===== src/rtl/bus_trig_fill.sv =====
// ---------------------------------------------------------------------------
// bus_trig_fill
//   Fill engine driven by one channel of a trigger-on-write command register.
//   A rising edge on start latches base/len/pattern/inc and writes len words
//   (constant pattern, or pattern + index when inc=1) to consecutive word
//   addresses starting at base, wrapping at the top of memory. done is raised
//   when the fill completes and held until start falls (4-phase handshake).
//   start falling during a fill aborts it and sets the sticky aborted flag.
//
// Ports
//   bus_clk, bus_reset_l   clock, asynchronous active-low reset
//   start                  command level (rise = go, fall = abort / ack)
//   base, len, pattern,inc fill descriptor, sampled on start rise
//   mem_addr, mem_wr_data  write address / data
//   mem_we, mem_ready      write request held until accepted
//   done                   completion ack level
//   busy                   high while writing
//   aborted                last fill ended by start fall (sticky)
//   count                  words accepted in current / last fill
// ---------------------------------------------------------------------------
module bus_trig_fill #(
  parameter int AWIDTH = 16,
  parameter int DWIDTH = 32
) (
  input  logic              bus_clk,
  input  logic              bus_reset_l,
  input  logic              start,
  input  logic [AWIDTH-1:0] base,
  input  logic [AWIDTH:0]   len,
  input  logic [DWIDTH-1:0] pattern,
  input  logic              inc,
  output logic [AWIDTH-1:0] mem_addr,
  output logic [DWIDTH-1:0] mem_wr_data,
  output logic              mem_we,
  input  logic              mem_ready,
  output logic              done,
  output logic              busy,
  output logic              aborted,
  output logic [AWIDTH:0]   count
);

  typedef enum logic [1:0] {
    IDLE = 2'd0,
    RUN  = 2'd1,
    DONE = 2'd2
  } state_t;

  state_t              state, state_n;
  logic                start_d;
  logic [AWIDTH-1:0]   base_q, base_n;
  logic [AWIDTH:0]     len_q, len_n;
  logic [DWIDTH-1:0]   pattern_q, pattern_n;
  logic                inc_q, inc_n;

  logic [AWIDTH-1:0]   addr_n;
  logic [DWIDTH-1:0]   data_n;
  logic                we_n, done_n, busy_n, aborted_n;
  logic [AWIDTH:0]     count_n;

  logic                rise, fall, accept;
  logic [AWIDTH:0]     count_inc;

  assign rise      = start & ~start_d;
  assign fall      = ~start & start_d;
  assign accept    = mem_we & mem_ready;
  assign count_inc = count + 1'b1;

  // Next-state and next-output logic. Every output is registered, so this
  // block computes the values each register takes at the next edge.
  always_comb begin
    // NOTE: every variable gets a default first so no path leaves it
    // unassigned; that is what keeps this block from inferring latches.
    state_n   = state;
    base_n    = base_q;
    len_n     = len_q;
    pattern_n = pattern_q;
    inc_n     = inc_q;
    addr_n    = mem_addr;
    data_n    = mem_wr_data;
    we_n      = mem_we;
    done_n    = done;
    aborted_n = aborted;
    count_n   = count;

    unique case (state)
      IDLE: begin
        if (rise) begin
          base_n    = base;
          len_n     = len;
          pattern_n = pattern;
          inc_n     = inc;
          count_n   = '0;
          aborted_n = 1'b0;
          if (len == '0) begin
            state_n = DONE;
            done_n  = 1'b1;
          end else begin
            state_n = RUN;
            we_n    = 1'b1;
            addr_n  = base;
            data_n  = pattern;
          end
        end
      end

      RUN: begin
        if (fall) begin
          // Abort wins over a simultaneous final accept; a write accepted in
          // this cycle still counts.
          state_n   = IDLE;
          we_n      = 1'b0;
          aborted_n = 1'b1;
          count_n   = accept ? count_inc : count;
        end else if (accept) begin
          count_n = count_inc;
          if (count_inc == len_q) begin
            state_n = DONE;
            we_n    = 1'b0;
            done_n  = 1'b1;
          end else begin
            // Address wraps naturally through truncation to AWIDTH bits.
            addr_n = base_q + count_inc[AWIDTH-1:0];
            data_n = inc_q ? pattern_q + DWIDTH'(count_inc) : pattern_q;
          end
        end
      end

      DONE: begin
        if (!start) begin
          state_n = IDLE;
          done_n  = 1'b0;
        end
      end

      default: begin
        state_n = IDLE;
        we_n    = 1'b0;
        done_n  = 1'b0;
      end
    endcase

    busy_n = (state_n == RUN);
  end

  always_ff @(posedge bus_clk or negedge bus_reset_l) begin
    // NOTE: the descriptor latches are reset along with the control state so
    // nothing from an interrupted fill survives a reset.
    if (!bus_reset_l) begin
      state       <= IDLE;
      start_d     <= 1'b0;
      base_q      <= '0;
      len_q       <= '0;
      pattern_q   <= '0;
      inc_q       <= 1'b0;
      mem_addr    <= '0;
      mem_wr_data <= '0;
      mem_we      <= 1'b0;
      done        <= 1'b0;
      busy        <= 1'b0;
      aborted     <= 1'b0;
      count       <= '0;
    end else begin
      // NOTE: non-blocking assignments so every register samples the values
      // from before this edge, independent of statement order.
      state       <= state_n;
      start_d     <= start;
      base_q      <= base_n;
      len_q       <= len_n;
      pattern_q   <= pattern_n;
      inc_q       <= inc_n;
      mem_addr    <= addr_n;
      mem_wr_data <= data_n;
      mem_we      <= we_n;
      done        <= done_n;
      busy        <= busy_n;
      aborted     <= aborted_n;
      count       <= count_n;
    end
  end

endmodule


===== config.mk =====
export PLATFORM = sky130hd
export DESIGN_NAME = bus_trig_fill
export DESIGN_NICKNAME = d
export VERILOG_FILES = /design/src/rtl/bus_trig_fill.sv
export SDC_FILE = /design/constraint.sdc
export NUM_CORES = 1
export LEC_CHECK = 0
export BUFFER_PORTS_ARGS = -buffer_cell sky130_fd_sc_hd__buf_2
export CORE_MARGIN = 2
export CORE_UTILIZATION = 44
export DETAILED_ROUTE_END_ITERATION = 10
export HOLD_SLACK_MARGIN = 0.05
export PLACE_DENSITY = 0.63
export SETUP_SLACK_MARGIN = 0.2
export SKIP_LAST_GASP = 1
export SLEW_MARGIN = 25
export SYNTH_ARGS = -nofsm -noshare
export SYNTH_HDL_FRONTEND = slang
export SYNTH_SLANG_ARGS = --single-unit

===== constraint.sdc =====
create_clock -name bus_clk -period 8.7 [get_ports bus_clk]
set_clock_uncertainty 0.2 [all_clocks]
set_input_delay 2.61 -clock bus_clk [delete_from_list [all_inputs] [get_ports bus_clk]]
set_output_delay 2.61 -clock bus_clk [all_outputs]
set_load 0.005 [all_outputs]

==> results of run 1 <==
-- through the flow --
step	total power [mW]	instance area (um2)	instances	util
finish	2.84	10200	1261	0.526
global route	3.04	10200	1261	0.526
CTS	2.87	10200	1261	0.526
detailed placement	2.05	9540	1229	0.492
global placement	2.02	9540	1229	0.492
floorplan	1.71	8650	865	-
-- cell usage after synthesis, drive strengths merged, types with 30 or more instances --
cell type | number | area [um2]
a21oi | 45 | 225
clkbuf | 31 | 116
dfrtp | 138 | 3450
ha | 33 | 413
inv | 35 | 131
mux2 | 96 | 1120
nand2 | 72 | 273
nand3 | 36 | 198
nor2 | 43 | 161
o21ai | 64 | 320
xnor2 | 34 | 298
xor2 | 30 | 263
-- layer usage --
layer	share of wire	global-route usage	up-vias
met5	0	0	-
met4	0.011	0.0557	0
met3	0.045	0.0417	18
met2	0.48	0.349	173
met1	0.47	0.302	3325
li1	-	-	3378
-- critical path: cells and delay by family --
family / cells / cell delay (ns)
multiplexers: 1 / 0.41
buffers and inverters: 4 / 1.60
AO/OA/AOI/OAI: 1 / 0.08
AND/OR/NAND/NOR: 3 / 0.84
-- power breakdown --
group	leakage [nW]	internal [mW]	total, mW	switching [mW]
Combinational	2.69	0.515	1.00	0.489
Sequential	1.67	0.850	1.03	0.175
Clock	0.317	0.518	0.814	0.296
-- worst paths after layout --
path / from / end / slack, ns / depth (start not counted)
min: aborted / aborted / 0.30 / 2
min reg2reg: aborted / aborted / 0.30 / 2
max: start / mem_addr[1] / 3.22 / 9
min in group asynchronous: bus_reset_l / mem_addr[3] / 1.98 / 1
max reg2reg: count[0] / mem_wr_data[23] / 3.94 / 14
max in group asynchronous: bus_reset_l / mem_wr_data[31] / 4.99 / 2
-- layout by cell type (no fill, tap or decap), types with 34 or more instances in the layout --
| master | n |
|---|---|
| buf_2 | 137 |
| dfrtp_1 | 138 |
| a21oi_1 | 45 |
| xnor2_1 | 34 |
| inv_1 | 35 |
| o21ai_0 | 64 |
| mux2_2 | 86 |
| nand2_1 | 71 |
| nand3_1 | 34 |
| nor2_1 | 42 |
-- cells by family after synthesis --
logic type	synth area share
AOI/OAI and AO/OA	0.151
buffers and inverters	0.0388
DFF	0.399
muxes	0.141
and+or+nand+nor	0.139
xor gates and xnor gates	0.0780
adders and majority gates	0.0524
-- final cells by class --
class	count	area [um2]	area share
multi-input cells	646	4880	0.478
flip-flops and latches	138	3450	0.339
repair buffers	145	749	0.0735
clock buffers	18	439	0.0431
well taps	265	332	0.0325
clock inverters	14	219	0.0215
inverters	35	131	0.0129
-- registers in the layout (all words and copies together), names as in the netlist --
signal / count
aborted: 1
base_q: 16
busy: 1
count: 17
done: 1
inc_q: 1
len_q: 17
mem_addr: 16
mem_we: 1
mem_wr_data: 32
pattern_q: 32
start_d: 1
state: 2
==> key figures, run 1 <==
Outcome
  – Result of the run: completed

Floorplanning
  – Die Width: 144 um
  – I/O pin cnt: 139
  – Die footprint: 0.0208 mm2
  – Cell Rows: 51
  – Starting Density: 0.446
  – Die height: 144 um
  – Core ar.: 0.0194 mm2

Global route
  – Global-route wire length before repair: 35100 um
  – Pin count of the biggest net entering global routing: 78
  – GRT Total Usage: 0.217
  – Initial antenna violation count: 0
  – GR Overflow Total: 0
  – Vias in the first global route: 6604

Detailed routing
  – WL per Instance: 17.4 um
  – Detailed Route Iter0 Violations: 451
  – Vias: 6894
  – Antenna-violating nets left: 0
  – Final wirelength: 21900 um
  – Via density: 5.47
  – DRT Pass-1 Iters: 5
  – DRC Markers: 0

Place
  – Pre-CTS WS: 2.75 ns
  – Placer Congestion: 0.845
  – Count of input and output buffers: 138
  – HPWL after DPL: 15800 um

Final layout
  – Layout cells sized above 1: 0.295
  – N_diodes: 0
  – Fin nets: 1088
  – Filler Cells Inserted: 1839
  – Area delta synth->final: 18.0%

Worst setup path
  – CP Class: primary input to flop
  – CP max stage cell: buf_4
  – WP data required: 8.81 ns
  – Crit path arrival time: 5.59 ns
  – Crit-path max cell delay: 0.74 ns
  – Setup crit start kind: primary input
  – Most common cell on crit path: buf_4
  – Worst Setup End Kind: flop
  – CP cell instances: buf_2 -> nand2_1 -> nor2_4 -> buf_4 -> and2_1 -> inv_1 -> o31ai_4 -> buf_4 -> mux2_2
  – CP Max Fanout: 77

Clock tree
  – CTS tree: yes
  – Reg clk slew, reported paths: 0.06 ns
  – Clock latency on the worst-skew pair: 0.43 ns
  – CTS resizes: 0
  – CTS root buffer: clkbuf_16
  – H-Tree Depth: 4
  – Maximum buffer depth of the clock tree: 2
  – Clk sinks: 138
  – CTS Hold Bufs: 0
  – CTS buffer count: 17
  – Postcts setup bufs: 0

Yosys
  – Mapped cell area: 0.00865 mm2
  – Main synth FF type: dfrtp_1
  – Register area share after synthesis: 0.399
  – Post-synth EDFFs: 0
  – Syn Nets: 970
  – Ys Warns: 0
  – FF+latch count, synth: 138
  – Post-synth cell types: 65
  – Cells after Synth: 865
  – Syn_area_per_cell: 10.0 um2
  – FFs w/ async S/R, synth: 1.00

STA
  – Slew @ Worst Pin: 0.951 ns
  – Hold_ws: 0.299 ns
  – RSZ-0062 raised after global routing: false
  – Final setup vio count: 0
  – Slew margin rel.: 0.366
  – Minimum clock period: 5.48 ns
  – Sum of negative setup slack: 0 ns
  – Slew Limit Fails: 0
  – Final Hold Fails: 0
  – Final period utilization: 0.629
  – Max Clock Freq: 0.183 GHz
  – Final Worst Setup Slack: 3.22 ns

Power and ir drop
  – Leakage power: 4.69 nW
  – Maximum vdd ir drop: 145 uV
  – Pwr Density: 279 mW/mm2

Run
  – Max-cap violations: 0

Min path
  – Hold crit path type: flop to flop
No activity file was read; power rests on OpenSTA's default activity.
==> run 2: changes to the inputs <==
--- a/config.mk
+++ b/config.mk
@@ -5,12 +5,13 @@
 export SDC_FILE = /design/constraint.sdc
 export NUM_CORES = 1
 export LEC_CHECK = 0
+export ABC_AREA = 1
 export BUFFER_PORTS_ARGS = -buffer_cell sky130_fd_sc_hd__buf_2
 export CORE_MARGIN = 2
 export CORE_UTILIZATION = 44
 export DETAILED_ROUTE_END_ITERATION = 10
 export HOLD_SLACK_MARGIN = 0.05
-export PLACE_DENSITY = 0.63
+export PLACE_DENSITY = 0.62
 export SETUP_SLACK_MARGIN = 0.2
 export SKIP_LAST_GASP = 1
 export SLEW_MARGIN = 25
==> constraint.sdc (replaced) <==
create_clock -name bus_clk -period 5.5 [get_ports bus_clk]
set_clock_uncertainty 0.2 [all_clocks]
set_input_delay 1.65 -clock bus_clk [delete_from_list [all_inputs] [get_ports bus_clk]]
set_output_delay 1.65 -clock bus_clk [all_outputs]
set_load 0.005 [all_outputs]
==> run 2 against run 1 <==
  * Total power grew 50%
  * Sequential cell count is the same
  * Design area grew 4.6%
  * Critical path depth grew 10
  * Via count grew 34%
  * Die area grew 5.5%
  * Global-route usage grew 4.2 points
  * Count of clock-buffer cells in the layout grew 3
  * Sequential share of layout area shrank 1.5 points
  * Clock power grew 50%
==> key figures, run 2 <==
Clock tree
  – Reg clk slew, reported paths: 0.06 ns (about the same)
  – CTS tree: yes (unchanged)
  – CTS buffer count: 17 (unchanged)
  – Clk sinks: 138 (unchanged)
  – Postcts setup bufs: 0 (unchanged)
  – Clock latency on the worst-skew pair: 0.43 ns (about the same)
  – Maximum buffer depth of the clock tree: 2 (unchanged)
  – CTS root buffer: clkbuf_16 (unchanged)
  – CTS resizes: 0 (unchanged)
  – H-Tree Depth: 4 (unchanged)
  – CTS Hold Bufs: 0 (unchanged)

STA
  – Final Hold Fails: 0 (unchanged)
  – RSZ-0062 raised after global routing: false (unchanged)
  – Hold_ws: 0.262 ns (was 0.299 ns)
  – Slew @ Worst Pin: 0.890 ns (was 0.951 ns)
  – Slew Limit Fails: 0 (unchanged)
  – Final setup vio count: 0 (unchanged)
  – Final period utilization: 0.737
  – Slew margin rel.: 0.404 (was 0.366)
  – Final Worst Setup Slack: 1.45 ns (was 3.22 ns)
  – Max Clock Freq: 0.247 GHz
  – Minimum clock period: 4.05 ns
  – Sum of negative setup slack: 0 ns (unchanged)

Final layout
  – Fin area: 0.0107 mm2 (was 0.0102 mm2)
  – Largest regs: mem_wr_data x32, pattern_q x32 (unchanged)
  – Area delta synth->final: 16.8% (was 18.0%)
  – N_diodes: 0 (unchanged)
  – Fin nets: 1594 (was 1088)
  – Most frequent cells in the layout: nand2_1, nand3_1, inv_1, dfrtp_1, buf_2 (was dfrtp_1, buf_2, mux2_2, nand2_1, o21ai_0)
  – Layout cells sized above 1: 0.128 (was 0.295)
  – Cell Count, Final, Fillers Out: 1772 (was 1261)
  – Most common cell after layout, fill and taps aside: nand2_1 (was dfrtp_1)
  – Final core occ: 0.526 (about the same)

Place
  – Placer Congestion: 0.939 (was 0.845)
  – Count of input and output buffers: 138 (unchanged)
  – Placed Cells: 1740 (was 1229)
  – Pre-CTS WS: 1.08 ns (was 2.75 ns)
  – Placed Area: 0.0100 mm2 (was 0.00954 mm2)
  – HPWL after DPL: 20600 um (was 15800 um)

Floorplanning
  – Core ar.: 0.0203 mm2 (was 0.0194 mm2)
  – I/O pin cnt: 139 (unchanged)
  – Die height: 148 um (was 144 um)
  – Die footprint: 0.0219 mm2 (was 0.0208 mm2)
  – Cell Rows: 52 (was 51)
  – Starting Density: 0.450 (was 0.446)
  – Die Width: 148 um (was 144 um)

Global route
  – Global-route wire length before repair: 44900 um (was 35100 um)
  – Vias in the first global route: 8812 (was 6604)
  – Pin count of the biggest net entering global routing: 72 (was 78)
  – Initial antenna violation count: 0 (unchanged)
  – GR Overflow Total: 0 (unchanged)
  – GRT Total Usage: 0.259 (was 0.217)

Yosys
  – Top cells by area, synth: dfrtp_1, nand2_1, nand3_1 (was dfrtp_1, mux2_2, ha_1)
  – Leading area contributor after synthesis: dfrtp_1 (unchanged)
  – Mapped cell area: 0.00914 mm2 (was 0.00865 mm2)
  – Post-synth cell types: 39 (was 65)
  – Register area share after synthesis: 0.378 (was 0.399)
  – Post-synth EDFFs: 0 (unchanged)
  – Cells after Synth: 1369 (was 865)
  – Main synth FF type: dfrtp_1 (unchanged)
  – Post-synth top area share: 0.378 (was 0.399)
  – FFs w/ async S/R, synth: 1.00 (unchanged)
  – Top-count cell post-synth: nand2_1 (was dfrtp_1)
  – Top post-synthesis cells by count: nand2_1, inv_1, nand3_1, dfrtp_1, nor2_1 (was dfrtp_1, mux2_2, nand2_1, o21ai_0, a21oi_1)
  – Syn_area_per_cell: 6.68 um2 (was 10.0 um2)
  – Syn Nets: 1474 (was 970)
  – Ys Warns: 0 (unchanged)
  – FF+latch count, synth: 138 (unchanged)

Worst setup path
  – CP Max Fanout: 7 (was 77)
  – Setup crit start kind: flop (was primary input)
  – WP data required: 5.67 ns (was 8.81 ns)
  – CP Class: flop to flop (was primary input to flop)
  – Worst Setup End Kind: flop (unchanged)
  – Crit path arrival time: 4.22 ns (was 5.59 ns)
  – Reg2reg path depth: 19 (was 14)

Detailed routing
  – Detailed Route Iter0 Violations: 750 (was 451)
  – Final wirelength: 27800 um (was 21900 um)
  – Vias: 9267 (was 6894)
  – DRT Pass-1 Iters: 5 (unchanged)
  – WL per Instance: 15.7 um (was 17.4 um)
  – DRC Markers: 0 (unchanged)
  – Via density: 5.23 (was 5.47)
  – Antenna-violating nets left: 0 (unchanged)

Min path
  – Hold Crit Depth: 2 (unchanged)
  – Hold crit path type: flop to flop (unchanged)

Power and ir drop
  – Leakage power: 5.78 nW (was 4.69 nW)
  – Maximum vdd ir drop: 203 uV (was 145 uV)
  – Pwr Density: 401 mW/mm2 (was 279 mW/mm2)
  – Overall Power: 4.28 mW (was 2.84 mW)

Outcome
  – Result of the run: completed (unchanged)

Run
  – Max-cap violations: 0 (unchanged)
==> run 2: power breakdown <==
part           internal [mW]  switching [mW]
combinational          0.557           0.948
sequential              1.34           0.214
clock                  0.770           0.453
total                   2.66            1.61
==> run 2: cell type report <==
type	instances	area, um2
Multi-Input combinational cell	1040	4950
Fill cell	2079	9630
Clock inverter	11	170
Timing Repair Buffer	148	772
Tap cell	270	338
Inverter	144	541
Clock buffer	21	450
Sequential cell	138	3450
==> run 2: cell families (layout without fill, tap and decap cells) <==
logic type / Yosys count / count (layout) / share of synthesized area
and+or+nand+nor: 803 / 803 / 0.360
buffers and inverters: 191 / 324 / 0.0820
AOI/OAI and AO/OA: 183 / 183 / 0.109
DFF: 138 / 138 / 0.378
adders and majority gates: 35 / 35 / 0.0496
xor gates and xnor gates: 18 / 18 / 0.0203
muxes: 1 / 1 / 0.00123
==> run 2: worst max-delay path, cell delays in order (launching register included) <==
cell	delay (ns)
dfrtp_1	0.49
ha_1	0.33
nand3_1	0.19
nor2_1	0.32
nand3_1	0.15
nand2_1	0.11
nand2_1	0.20
ha_1	0.44
nand2_1	0.12
inv_1	0.09
nand2_1	0.08
nor3_1	0.19
nand3b_1	0.11
nand3_1	0.20
nand2_1	0.11
nand2_1	0.07
nand2_1	0.04
o21ai_0	0.34
nand3_1	0.13
nand2_1	0.10
==> run 2: routing by layer <==
| metal | wire (um) | track usage |
|---|---|---|
| met1 | 12500 | 0.358 |
| met2 | 12900 | 0.429 |
| met3 | 1810 | 0.0353 |
| met4 | 535 | 0.0719 |
| met5 | 0 | 0 |
==> run 2: final timing paths <==
path                                     start              end  slack, ns
worst max-delay path                  count[0]  mem_wr_data[28]       1.45
worst min-delay path            mem_wr_data[1]   mem_wr_data[1]       0.26
worst max register to register        count[0]  mem_wr_data[28]       1.45
worst min register to register  mem_wr_data[1]   mem_wr_data[1]       0.26
max in group asynchronous          bus_reset_l     pattern_q[5]       3.08
min in group asynchronous          bus_reset_l        len_q[13]       1.00
